<file path="config.mk">
export PLATFORM = sky130hd
export DESIGN_NAME = vector_inst_dispatcher
export DESIGN_NICKNAME = d
export VERILOG_FILES = /design/src/rtl/vector_inst_dispatcher.sv
export SDC_FILE = /design/constraint.sdc
export NUM_CORES = 1
export LEC_CHECK = 0
export ABC_AREA = 1
export BUFFER_PORTS_ARGS = -buffer_cell sky130_fd_sc_hd__buf_2
export CAP_MARGIN = 20
export CORE_ASPECT_RATIO = 0.6
export CORE_MARGIN = 3
export CORE_UTILIZATION = 30
export DETAILED_ROUTE_END_ITERATION = 8
export GPL_ROUTABILITY_DRIVEN = 0
export PLACE_DENSITY_LB_ADDON = 0.12
export SYNTH_ARGS = -nofsm -noshare
export SYNTH_HDL_FRONTEND = slang
export SYNTH_SLANG_ARGS = --single-unit
</file>
<file path="constraint.sdc">
create_clock -name clk -period 7.8 [get_ports clk]
set_input_delay 0.39 -clock clk [delete_from_list [all_inputs] [get_ports clk]]
set_output_delay 0.39 -clock clk [all_outputs]
set_load 0.03 [all_outputs]
</file>
<file path="src/rtl/vector_inst_dispatcher.sv">
// vector_inst_dispatcher
// Scalar-side issue port of the vector extension. Vector instructions from
// the scalar core are buffered with their rs1/rs2 operands in a small FIFO
// and issued in order to the vector unit. vsetvl/vsetvli/vsetivli (CONF)
// are serialised: all older instructions must complete first. The CONF must
// then complete before anything younger issues. Its new vl is written back
// to the scalar rd.
// Optional macro VEC_DISPATCH_PERF_EN adds issue and stall perf counters.

module vector_inst_dispatcher #(
  parameter int XLEN    = 32,
  parameter int DEPTH   = 4,
  parameter int MAX_OUT = 4
) (
  input  logic            clk,
  input  logic            reset,
  input  logic            sc_inst_valid,
  input  logic [XLEN-1:0] sc_inst,
  input  logic [XLEN-1:0] sc_rs1_data,
  input  logic [XLEN-1:0] sc_rs2_data,
  output logic            sc_inst_ready,
  output logic            vec_inst_valid,
  output logic [XLEN-1:0] vec_inst,
  output logic [XLEN-1:0] vec_rs1_data,
  output logic [XLEN-1:0] vec_rs2_data,
  input  logic            vec_inst_ready,
  input  logic            vec_done,
  input  logic [XLEN-1:0] vec_vl,
  output logic            sc_rd_wr_en,
  output logic [4:0]      sc_rd_addr,
  output logic [XLEN-1:0] sc_rd_data,
`ifdef VEC_DISPATCH_PERF_EN
  output logic [31:0]     perf_issued,
  output logic [31:0]     perf_stall,
`endif
  output logic            dispatch_err
);

  localparam int PTR_W = $clog2(DEPTH);
  localparam int CNT_W = PTR_W + 1;
  localparam int OUT_W = $clog2(MAX_OUT + 1);

  typedef enum logic [1:0] {
    RUN      = 2'd0,
    DRAIN    = 2'd1,
    CFG_WAIT = 2'd2
  } state_t;

  state_t           state;
  logic [XLEN-1:0]  inst_mem [DEPTH];
  logic [XLEN-1:0]  rs1_mem  [DEPTH];
  logic [XLEN-1:0]  rs2_mem  [DEPTH];
  logic [PTR_W-1:0] wr_ptr;
  logic [PTR_W-1:0] rd_ptr;
  logic [CNT_W-1:0] count;
  logic [OUT_W-1:0] outstanding;
  logic [4:0]       conf_rd;

  logic             full;
  logic             empty;
  logic             opcode_ok;
  logic             accept;
  logic             push;
  logic             issue;
  logic             head_conf;
  logic [XLEN-1:0]  head_inst;

  assign full      = (count == CNT_W'(DEPTH));
  assign empty     = (count == '0);
  assign opcode_ok = (sc_inst[6:0] == 7'h57) || (sc_inst[6:0] == 7'h07) ||
                     (sc_inst[6:0] == 7'h27);

  // The ready term is gated by reset so every output reads 0 while reset is held.
  assign sc_inst_ready = reset && !full;
  assign accept        = sc_inst_valid && sc_inst_ready;
  assign push          = accept && opcode_ok;
  assign issue         = vec_inst_valid && vec_inst_ready;

  assign head_inst = inst_mem[rd_ptr];
  assign head_conf = !empty && (head_inst[6:0] == 7'h57) && (head_inst[14:12] == 3'b111);

  // Issue qualification: in-order head, CONF waits for an idle vector unit.
  always_comb begin
    vec_inst_valid = 1'b0;
    case (state)
      RUN:      vec_inst_valid = !empty && !head_conf && (outstanding < OUT_W'(MAX_OUT));
      DRAIN:    vec_inst_valid = !empty && (outstanding == '0);
      default:  vec_inst_valid = 1'b0;
    endcase
  end

  assign vec_inst     = vec_inst_valid ? head_inst       : '0;
  assign vec_rs1_data = vec_inst_valid ? rs1_mem[rd_ptr] : '0;
  assign vec_rs2_data = vec_inst_valid ? rs2_mem[rd_ptr] : '0;

  // FIFO storage; data needs no reset because occupancy is tracked separately.
  always_ff @(posedge clk) begin
    if (push) begin
      inst_mem[wr_ptr] <= sc_inst;
      rs1_mem[wr_ptr]  <= sc_rs1_data;
      rs2_mem[wr_ptr]  <= sc_rs2_data;
    end
  end

  // FIFO pointers and occupancy count.
  always_ff @(posedge clk) begin
    if (!reset) begin
      wr_ptr <= '0;
      rd_ptr <= '0;
      count  <= '0;
    end else begin
      if (push) wr_ptr <= wr_ptr + PTR_W'(1);
      if (issue) rd_ptr <= rd_ptr + PTR_W'(1);
      case ({push, issue})
        2'b10:   count <= count + CNT_W'(1);
        2'b01:   count <= count - CNT_W'(1);
        default: count <= count;
      endcase
    end
  end

  // Issued-but-not-completed tracking; a completion with nothing in flight is an error.
  always_ff @(posedge clk) begin
    if (!reset) begin
      outstanding  <= '0;
      dispatch_err <= 1'b0;
    end else begin
      if (issue && !vec_done) begin
        outstanding <= outstanding + OUT_W'(1);
      end else if (!issue && vec_done) begin
        if (outstanding == '0) dispatch_err <= 1'b1;
        else outstanding <= outstanding - OUT_W'(1);
      end
    end
  end

  // CONF serialisation FSM with the registered rd writeback.
  always_ff @(posedge clk) begin
    if (!reset) begin
      state       <= RUN;
      conf_rd     <= '0;
      sc_rd_wr_en <= 1'b0;
      sc_rd_addr  <= '0;
      sc_rd_data  <= '0;
    end else begin
      sc_rd_wr_en <= 1'b0;
      case (state)
        RUN: begin
          if (head_conf) state <= DRAIN;
        end
        DRAIN: begin
          if (issue) begin
            conf_rd <= head_inst[11:7];
            state   <= CFG_WAIT;
          end
        end
        CFG_WAIT: begin
          if (vec_done) begin
            sc_rd_wr_en <= (conf_rd != 5'd0);
            sc_rd_addr  <= conf_rd;
            sc_rd_data  <= vec_vl;
            state       <= RUN;
          end
        end
        default: state <= RUN;
      endcase
    end
  end

`ifdef VEC_DISPATCH_PERF_EN
  // Free-running wrap-around counters for issues and stalled-with-work cycles.
  always_ff @(posedge clk) begin
    if (!reset) begin
      perf_issued <= '0;
      perf_stall  <= '0;
    end else begin
      if (issue) perf_issued <= perf_issued + 32'd1;
      if (!empty && !vec_inst_valid) perf_stall <= perf_stall + 32'd1;
    end
  end
`else
  // Performance counters are not built in this configuration.
`endif

endmodule

</file>
### After elaboration in Yosys (flattened, before gate mapping)

Memory sizes are Yosys's and may differ from the RTL's. A register that Yosys moved wholly into a read port is not among the register bits.
Cells that the tools add are included.

| cells by class | value |
|---|---|
| add/sub/neg operators | 6 |
| multiply operators | 0 |
| divide/modulo/power cells | 0 |
| magnitude comparators | 1 |
| eq/ne operators | 14 |
| shifts and indexed selects | 0 |
| multiplexer cells | 20 |
| bitwise logic cells | 1 |
| reductions and logical operators | 30 |

Operators with widths:

| cell | count |
|---|---|
| $mux W32 | 3 |
| $mux W2 | 9 |
| $eq A7 B7 Y1 const B | 2 |
| $logic_and A1 B1 Y1 | 11 |
| $mux W3 | 3 |
| $reduce_and A3 Y1 | 3 |
| $eq A7 B3 Y1 const B | 1 |
| $eq A7 B6 Y1 const B | 1 |
| $add A3 B1 Y3 const B | 2 |
| $eq A3 B3 Y1 const B | 2 |
| $logic_not A3 Y1 | 2 |
| $ne A2 B2 Y1 const B | 3 |
| $pmux W2 S3 | 1 |
| $pmux W3 S2 | 1 |
| $reduce_and A2 Y1 | 3 |
| $sub A3 B1 Y3 const B | 2 |
| $logic_not A1 Y1 | 5 |
| $reduce_bool A5 Y1 | 1 |
| $add A2 B1 Y2 const B | 2 |
| $eq A2 B1 Y1 const B | 2 |
| $eq A2 B2 Y1 const B | 2 |
| $reduce_bool A2 Y1 | 2 |
| $lt A3 B3 Y1 const B | 1 |
| $logic_not A2 Y1 | 1 |
| other kinds (5) | 7 |

| word-level totals | value |
|---|---|
| register bits | 56 |
| latch bits | 0 |
| memory bits (writable) | 384 |
| bits in read-only memories | 0 |
| input port bits | 133 |
| output and inout bits | 137 |
| logic and storage cells | 85 |
| memories | 3 |

Memory list:

| memory | depth | bits a word | read ports | clocked after memory_dff | wr ports | line | source |
|---|---|---|---|---|---|---|---|
| inst_mem | 4 | 32 | 1 | 1 | 1 | 50 | `logic [XLEN-1:0] inst_mem [DEPTH];` |
| rs1_mem | 4 | 32 | 1 | 1 | 1 | 51 | `logic [XLEN-1:0] rs1_mem [DEPTH];` |
| rs2_mem | 4 | 32 | 1 | 1 | 1 | 52 | `logic [XLEN-1:0] rs2_mem [DEPTH];` |

### Longest topological paths before layout

Gate-level depths: netlist (run 1).

| depth | value |
|---|---|
| depth in word-level cells | 13 |
| mapped depth | 19 |
| gate-level depth less buffers | 18 |

### Worst setup path after synthesis (run 1)

OpenSTA, ideal clock, no wires.

| timing | value |
|---|---|
| kind | register to register |
| start | reg count[1] |
| end | mem inst_mem[0][0], enable pin |
| library setup time | 0.552 ns |
| data arrival time | 5.413 ns |
| required time | 7.248 ns |
| setup slack | 1.835 ns |
| cell stages (with the launch flop) | 5 |
| buffers on the path | 0 |
| clock period less this slack | 5.965 ns |
| cells stage by stage | dfxtp_1 > inv_1 > a31oi_1 > nand2_1 > nor2_1 |

| between the ends | value |
|---|---|
| word-level cells in the longest chain between the ends | 7 |

RTL lines:

| what | line | source |
|---|---|---|
| start: declaration | 55 | `logic [CNT_W-1:0] count;` |
| start signal: assignment | 115 | `2'b10: count <= count + CNT_W'(1);` |
| start signal: assignment | 116 | `2'b01: count <= count - CNT_W'(1);` |
| start signal: assignment | 117 | `default: count <= count;` |
| $eq A3 B3 Y1 | 68 | `assign full = (count == CNT_W'(DEPTH));` |
| $logic_not A1 Y1 | 74 | `assign sc_inst_ready = reset && !full;` |
| $logic_and A1 B1 Y1 | 74 |  |
| net sc_inst_ready | 21 | `output logic sc_inst_ready,` |
| $logic_and A1 B1 Y1 | 75 | `assign accept = sc_inst_valid && sc_inst_ready;` |
| $logic_and A1 B1 Y1 | 76 | `assign push = accept && opcode_ok;` |
| $mux W1 | 98 | `if (push) begin` |
| $mux W1 (not written as such) | 99 | `inst_mem[wr_ptr] <= sc_inst;` |
| end: declaration | 50 |  |

The timed path passes the listed nets, and every way through them passes these cells.

==> impl_metrics.tcl, run 1 <==
set metrics [dict create \
    max-slew-margin-rel_pct 32.0 \
    path_clk_slew_ps 60 \
    finalCriticalPeriod_ps 5050 \
    power_density_nw_per_um2 275 \
    setup_viol 0 \
    cp_data_arrival_time_ps 4660 \
    cts_setup_buffers 0 \
    die-area_um2 59800 \
    tns_ps 0 \
    die_x_um 314 \
    tightest_slew_ps 1020 \
    synth.most_common_cell "edfxtp_1" \
    crit_type "flop to output pin" \
    synth_nets 1434 \
    clock_path_buffers 3 \
    fin_skew_ps 14.2 \
    syn_area_per_cell_um2 13.2 \
    synth_flop_cell "edfxtp_1" \
    ios 270 \
    yosysWarningCount 0 \
    netlist_instances 1294 \
    io_buffers 269 \
    coreArea_um2 56000 \
    rows 67 \
    cp-end-kind "output pin" \
    max_freq_ghz 0.198 \
    via_per_inst 4.73 \
    synth_top_area_share_pct 67.6 \
    grt_pass1_wl_um 69200 \
    cts_hold_buf 0 \
    htreeDepth 2 \
    via_count 11049 \
    first_global_vias 10790 \
    drive_above_1_share_pct 25.4 \
    rsz0062_at_grt "no" \
    wl_per_cell_um 19.7 \
    slew_violations 0 \
    crit_slowest_cell "buf_4" \
    cellLeakagePower_nw 7.64 \
    wirelength_um 46000 \
    root_buffer "clkbuf_16" \
    hold_viol_final 0 \
    cp_top_family "buffers and inverters" \
    die_h_um 191 \
    track_usage_pct 15.0 \
    critPathMaxStageDelay_ps 790 \
    path_max_fanout 51 \
    ant_nets 0 \
    synth_top_area_cell "edfxtp_1" \
    worstPathRequired_ps 7410 \
    synth_edf_count 384 \
    nets 1679 \
    clock-sinks 442 \
    syn-cell-area_um2 17100 \
    antenna_found_initial 6 \
    post_dp_cell_area_um2 19100 \
    hpwl_um 25800 \
    numCtsBuffers 46 \
    start_util_pct 30.5 \
    drt_iter0_drc 756 \
    fin_crit_sh_pct 64.8 \
    drt_pass1_iterations 5 \
    grt_remaining_overflow 0 \
    cts-resized-gates 0 \
    async_reset_ff_share_pct 0 \
    min_path_type "primary input to flop" \
    synth.top_cells.by_area "edfxtp_1 68%, dfxtp_1 6.8%, a21oi_1 5.7%, nand2_1 5.2%, a221oi_2 2.6%" \
    drc_errors 0 \
    synthDistinctLibCells 30 \
    ys_ff_latch 442 \
    cp-start-kind "flop" \
    tritoncts "yes" \
    area_delta_synth_final_pct 21.1 \
    peakVddDrop_uv 140 \
    yosysSeqAreaShare_pct 74.4 \
    finalInstanceArea_um2 20600 \
    crit_buf_inv 4 \
    synth_common_cells "384 x edfxtp_1, 238 x nand2_1, 193 x a21oi_1" \
    grt_max_degree 99 \
    cp_cell_sequence "buf_4 > nand3_1 > nand2_1 > nand2_1 > nor2_1 > nand3_2 > nand3_2 > nand2_4 > inv_4 > buf_4 > nor2_1 > buf_2" \
    maxCapViolations 0 \
    status "completed" \
    insertion_delay_ps 560 \
]
-- worst paths after layout --
check	from	to	slack, ps	cells after the start
setup / recovery	flop	vec_inst[5]	2750	12
hold / removal	sc_inst[15]	inst_mem[0][15]	50	1
setup reg to reg	flop	count[2]	4090	16
hold reg to reg	conf_rd[3]	sc_rd_addr[3]	470	2
-- per-layer routing --
layer / GRT usage (%) / routed length, um / vias to the layer above
met2: 23.2 / 20900 / 247
li1: - / - / 5259
met1: 21.7 / 21800 / 5461
met3: 3.32 / 2420 / 72
met5: 0 / 63 / -
met4: 3.06 / 789 / 10
-- report_power, final --
| group | internal, W | switching, W | total (W) |
|---|---|---|---|
| Combinational | 0.000243 | 0.000689 | 0.000932 |
| Sequential | 0.00258 | 0.0000294 | 0.00261 |
| Clock | 0.00121 | 0.000924 | 0.00213 |
| Total | 0.00403 | 0.00164 | 0.00567 |
-- layout make-up --
type | count | area (um^2)
inverters | 52 | 205
clock buffers | 54 | 1200
well taps | 759 | 950
clock inverters | 31 | 250
repair buffers | 284 | 1520
diodes | 1 | 2.50
flip-flops and latches | 442 | 12700
multi-input cells | 713 | 3820
fillers | 5544 | 35300
-- sequential cells by signal (all words and copies together), names as in the netlist, named ones only --
signal        cells
conf_rd           5
count             3
dispatch_err      1
inst_mem        128
outstanding       3
rd_ptr            2
rs1_mem         128
rs2_mem         128
sc_rd_addr        5
sc_rd_data       32
sc_rd_wr_en       1
state             2
wr_ptr            2
-- logic make-up after synthesis --
kind of cell / Yosys count / synth area share (%)
and+or+nand+nor: 370 / 8.68
adders and majority gates: 7 / 0.602
buffers and inverters: 139 / 3.36
DFF: 442 / 74.4
AOI/OAI and AO/OA: 336 / 12.9
-- metrics by stage --
stage                     total power, W  hold WS [ps]  std cells  utilization [%]  worst slack [ps]
final                            0.00567          46.3       2336             36.9              2750
after global routing             0.00595          16.9       2336             36.9              2350
after CTS                        0.00577          3.28       2333             36.8              2580
after detailed placement         0.00361           457       2248             34.2              3220
after global placement           0.00361           457       2248             34.2              3270
after floorplan                  0.00329           436       1294                -              1830
-- layout by cell type (no fill, tap or decap), drive strengths merged, types with 3 or more instances in the layout --
master	Yosys	final
nand4	3	3
a21oi	193	193
nor3	3	3
edfxtp	384	384
ha	5	5
buf	22	284
bufinv	0	3
dfxtp	58	58
a32o	5	5
a221oi	81	81
nand3	29	29
clkinv	1	24
clkbuf	65	54
o21ai	53	53
nor2	91	91
inv	51	54
nand2	241	241
No activity file was read; power rests on OpenSTA's default activity.
==> inputs of run 2 (changes only) <==
Clock period 7.8 ns to 4.3 ns, I/O delays scaled along.
==> impl_metrics.tcl, run 2 (synthesis results as in run 1) <==
set metrics [dict create \
    nets 1811 \
    cts-resized-gates 0 \
    antenna_found_initial 2 \
    io_buffers 269 \
    drc_errors 0 \
    min_path_type "primary input to flop" \
    ant_nets 0 \
    pre_cts_slack_ps 905 \
    cellLeakagePower_nw 8.17 \
    min_from "vec_done" \
    max_freq_ghz 0.256 \
    track_usage_pct 15.1 \
    via_count 11443 \
    root_buffer "clkbuf_16" \
    power_density_nw_per_um2 472 \
    coreArea_um2 56000 \
    hold_viol_final 0 \
    path_max_fanout 57 \
    worstRegToRegCells 17 \
    crit_type "flop to output pin" \
    htreeDepth 2 \
    peakVddDrop_uv 281 \
    slew_violations 0 \
    wirelength_um 46000 \
    die_x_um 314 \
    min_path_cells 4 \
    path_clk_slew_ps 60 \
    hpwl_um 26500 \
    area_delta_synth_final_pct 28.7 \
    start_util_pct 30.5 \
    worstPathRequired_ps 4090 \
    rows 67 \
    clock_path_buffers 3 \
    cp-end-kind "output pin" \
    die_h_um 191 \
    final_cell_mix "384 x edfxtp_1, 269 x buf_2, 238 x nand2_1" \
    cp-start-kind "flop" \
    top_regs "inst_mem: 128 flops, rs1_mem: 128 flops, rs2_mem: 128 flops" \
    reg2reg_to "count[2]" \
    clock-sinks 442 \
    rsz0062_at_grt "no" \
    whs_endpoint "outstanding[2]" \
    status "completed" \
    setup_viol 0 \
    tritoncts "yes" \
    r2r_setup_slack_ps 1180 \
    cp_data_arrival_time_ps 3690 \
    final_common_cell "edfxtp_1" \
    drt_iter0_drc 833 \
    ios 270 \
    finalPower_w 0.0104 \
    tightest_slew_ps 1000 \
    grt_pass1_wl_um 71300 \
    die-area_um2 59800 \
    finalCriticalPeriod_ps 3900 \
    numCtsBuffers 46 \
    fin_skew_ps 13.0 \
    maxCapViolations 0 \
    first_global_vias 11570 \
    wl_per_cell_um 18.6 \
    drt_pass1_iterations 5 \
    max-slew-margin-rel_pct 33.2 \
    grt_remaining_overflow 0 \
    fin_crit_sh_pct 90.7 \
    via_per_inst 4.64 \
    grt_max_degree 97 \
    drive_above_1_share_pct 23.0 \
    setup_ws_ps 400 \
    insertion_delay_ps 550 \
]
-- run 2: cell count changes in the layout (fill, tap and decap cells not counted), moves of 3 or more --
cell,delta
clkinv_2,-8
clkinv_1,+3
dlygate4sd3_1,+129
clkbuf_1,+7
-- run 2: worst max path at each step --
stage	endpoint	from	slack [ps]
after floorplan	inst_mem[0][0]	count[1]	-100
after global placement	vec_rs1_data[14]	flop	970
after detailed placement	vec_rs1_data[14]	flop	910
after CTS	vec_rs1_data[14]	flop	310
after global routing	vec_rs1_data[14]	flop	50
final	vec_rs1_data[14]	flop	400
-- run 2: layout make-up --
class,count,area [um^2]
Antenna cell,1,2.50
Clock buffer,62,1260
Clock inverter,21,173
Fill cell,5450,34000
Inverter,52,205
Multi-Input combinational cell,713,3820
Sequential cell,442,12700
Tap cell,759,950
Timing Repair Buffer,416,2840
-- run 2: where the power goes --
part | internal (W) | switching, W | leakage (nW)
registers | 0.00468 | 0.0000531 | 3.92
logic | 0.000526 | 0.00127 | 3.55
clock network | 0.00223 | 0.00160 | 0.700
total | 0.00744 | 0.00292 | 8.17
-- run 2: what timing repair did --
item                                    in CTS  in global routing
buffers inserted                             0                  0
endpoints found under the setup margin       0                  0
hold buffers                               129                  0
hold endpoints to repair                   417                  0
-- run 2: routing by layer --
metal	track usage, %	vias up	part of all wire, %
met2	23.2	239	45
met4	3.17	2	1.7
met1	22.2	5624	49
met3	3.16	63	4.8
met5	0	-	0.015
li1	-	5515	-
-- run 2: critical path: stages (launching register included) --
cell,delay (ps)
dfxtp_4,710
inv_6,250
nand2_1,130
nand3_1,70
nand2_1,120
nand2_1,70
nor2_1,120
nand3_2,110
nand3_2,90
nand2_4,80
inv_4,650
buf_4,360
a221oi_1,110
buf_2,210
-- run 2: stage by stage --
step	setup TNS, ps	std cells	hold WS, ps	cell area (um^2)	util, %
6_report	0	2466	77.4	22000	39.2
3_5_place_dp	0	2253	435	19200	34.3
5_1_grt	0	2466	106	22000	39.2
2_1_floorplan	-38200	1294	314	17100	-
4_1_cts	0	2465	40.9	22000	39.2
3_3_place_gp	0	2253	434	19200	34.3
==> inputs of run 3 (changes only) <==
Settings changed: CORE_UTILIZATION 30 to 25.
Clock period 4.3 ns to 4.65 ns, I/O delays scaled along.
==> impl_metrics.tcl, run 3 (synthesis results as in run 1) <==
set metrics [dict create \
    holdWs_ps 62.4 \
    drive_above_1_share_pct 24.0 \
    via_per_inst 4.44 \
    hpwl_um 28700 \
    power_density_nw_per_um2 443 \
    status "completed" \
    start_util_pct 25.5 \
    crit_type "flop to output pin" \
    final_common_cell "edfxtp_1" \
    tightest_slew_ps 1050 \
    maxCapViolations 0 \
    clock_path_buffers 3 \
    numCtsBuffers 48 \
    ios 270 \
    coreArea_um2 66900 \
    peakVddDrop_uv 230 \
    die_x_um 343 \
    htreeDepth 2 \
    die_h_um 208 \
    grt_remaining_overflow 0 \
    drc_errors 0 \
    regArea_um2 12700 \
    rsz0062_at_grt "no" \
    postLayoutCoreUtil_pct 33.4 \
    cp_top_family "buffers and inverters" \
    drt_pass1_iterations 7 \
    first_global_vias 11813 \
    hold_viol_final 0 \
    cellLeakagePower_nw 8.27 \
    insertion_delay_ps 590 \
    finalInstanceArea_um2 22300 \
    clock-sinks 442 \
    fin_crit_sh_pct 85.4 \
    critPathMaxStageDelay_ps 570 \
    fin_skew_ps 19.3 \
    critical_path.most_common_cell "buf_4" \
    wl_per_cell_um 18.8 \
    finalCriticalPeriod_ps 3970 \
    tns_ps 0 \
    finalPower_w 0.00988 \
    antenna_found_initial 1 \
    max-slew-margin-rel_pct 30.3 \
    slew_violations 0 \
    cts_setup_buffers 0 \
    multi_input_area_um2 3820 \
    wirelength_um 49300 \
    grt_max_degree 97 \
    setup_viol 0 \
    crit_slowest_cell "inv_4" \
    max_freq_ghz 0.252 \
    cp_cell_sequence "buf_4 > nand2_1 > nand3_1 > nand2_1 > nor2_1 > nand3_2 > nand3_2 > nand2_4 > inv_4 > buf_4 > buf_4 > a221oi_1 > buf_2" \
    post_dp_cell_area_um2 19500 \
    cp_data_arrival_time_ps 3740 \
    top_regs "inst_mem: 128 flops, rs1_mem: 128 flops, rs2_mem: 128 flops" \
    cp-start-kind "flop" \
    cp-end-kind "output pin" \
    rows 73 \
    area_delta_synth_final_pct 30.9 \
    drt_iter0_drc 802 \
    io_buffers 269 \
    final_cell_mix "384 x edfxtp_1, 269 x buf_2, 238 x nand2_1" \
    via_count 11626 \
    root_buffer "clkbuf_16" \
    path_max_fanout 55 \
    track_usage_pct 13.5 \
    worstPathRequired_ps 4420 \
    grt_pass1_wl_um 74900 \
    ant_nets 0 \
    nets 1820 \
    nFillCells 6731 \
    min_path_type "primary input to flop" \
    tritoncts "yes" \
    die-area_um2 71500 \
    crit_buf_inv 5 \
    path_clk_slew_ps 60 \
]
==> run 3: cell count changes in the layout (fill, tap and decap cells not counted) <==
cell,previous run,this run
buf_4,13,19
clkbuf_8,1,4
inv_8,0,1
clkbuf_16,48,49
clkinvlp_4,0,3
buf_12,5,6
clkinv_4,1,0
bufinv_16,3,4
diode_2,1,2
clkinv_2,4,8
clkbuf_1,13,11
inv_6,2,3
clkinv_1,13,8
==> run 3: metrics by stage <==
| step | instances | setup slack [ps] |
|---|---|---|
| after CTS | 2619 | 532 |
| after detailed placement | 2401 | 1200 |
| after global placement | 2401 | 1210 |
| after global routing | 2620 | 365 |
| final | 2621 | 679 |
| after floorplan | 1294 | -1320 |
==> run 3: layout make-up <==
type	count	area share, %
sequential	442	56.9
tap	900	5.04
multi-input combinational	713	17.1
clock inverter	25	1.07
antenna	2	0.0224
timing repair buffer	423	13.0
clock buffer	64	5.92
inverter	52	0.919
==> run 3: path summary, 6_finish.rpt <==
kind / from / cells past startpoint / slack [ps] / to
worst min-delay path: vec_inst_ready / 4 / 60 / outstanding[2]
worst max-delay path: flop / 13 / 680 / vec_inst[20]
worst max register to register: flop / 16 / 1630 / count[2]
worst min register to register: rd_ptr[1] / 2 / 460 / flop
==> run 3: repair_timing <==
| item | CTS | global route |
|---|---|---|
| endpoints found under the hold margin | 417 | 0 |
| gates resized for setup | 0 | 0 |
| hold buffers | 129 | 0 |
==> run 3: tightest hold or removal path, stage by stage <==
cell     delay [ps]
buf_2           120
nand4_1         100
a21oi_1          70
nor2_1           80
==> run 3: routing by layer <==
| metal | vias up | routed length, um | global-route usage, % |
|---|---|---|---|
| li1 | 5537 | - | - |
| met1 | 5789 | 23800 | 19.4 |
| met2 | 238 | 21900 | 20.5 |
| met3 | 62 | 2770 | 3.22 |
| met4 | 0 | 888 | 3.50 |
| met5 | - | 0 | 0 |
==> run 3: where the power goes <==
part / switching [W] / total (W) / internal (W) / leakage (nW)
sequential: 0.0000366 / 0.00437 / 0.00433 / 3.92
combinational: 0.00121 / 0.00170 / 0.000487 / 3.59
clock: 0.00159 / 0.00382 / 0.00222 / 0.760
total: 0.00284 / 0.00988 / 0.00704 / 8.27
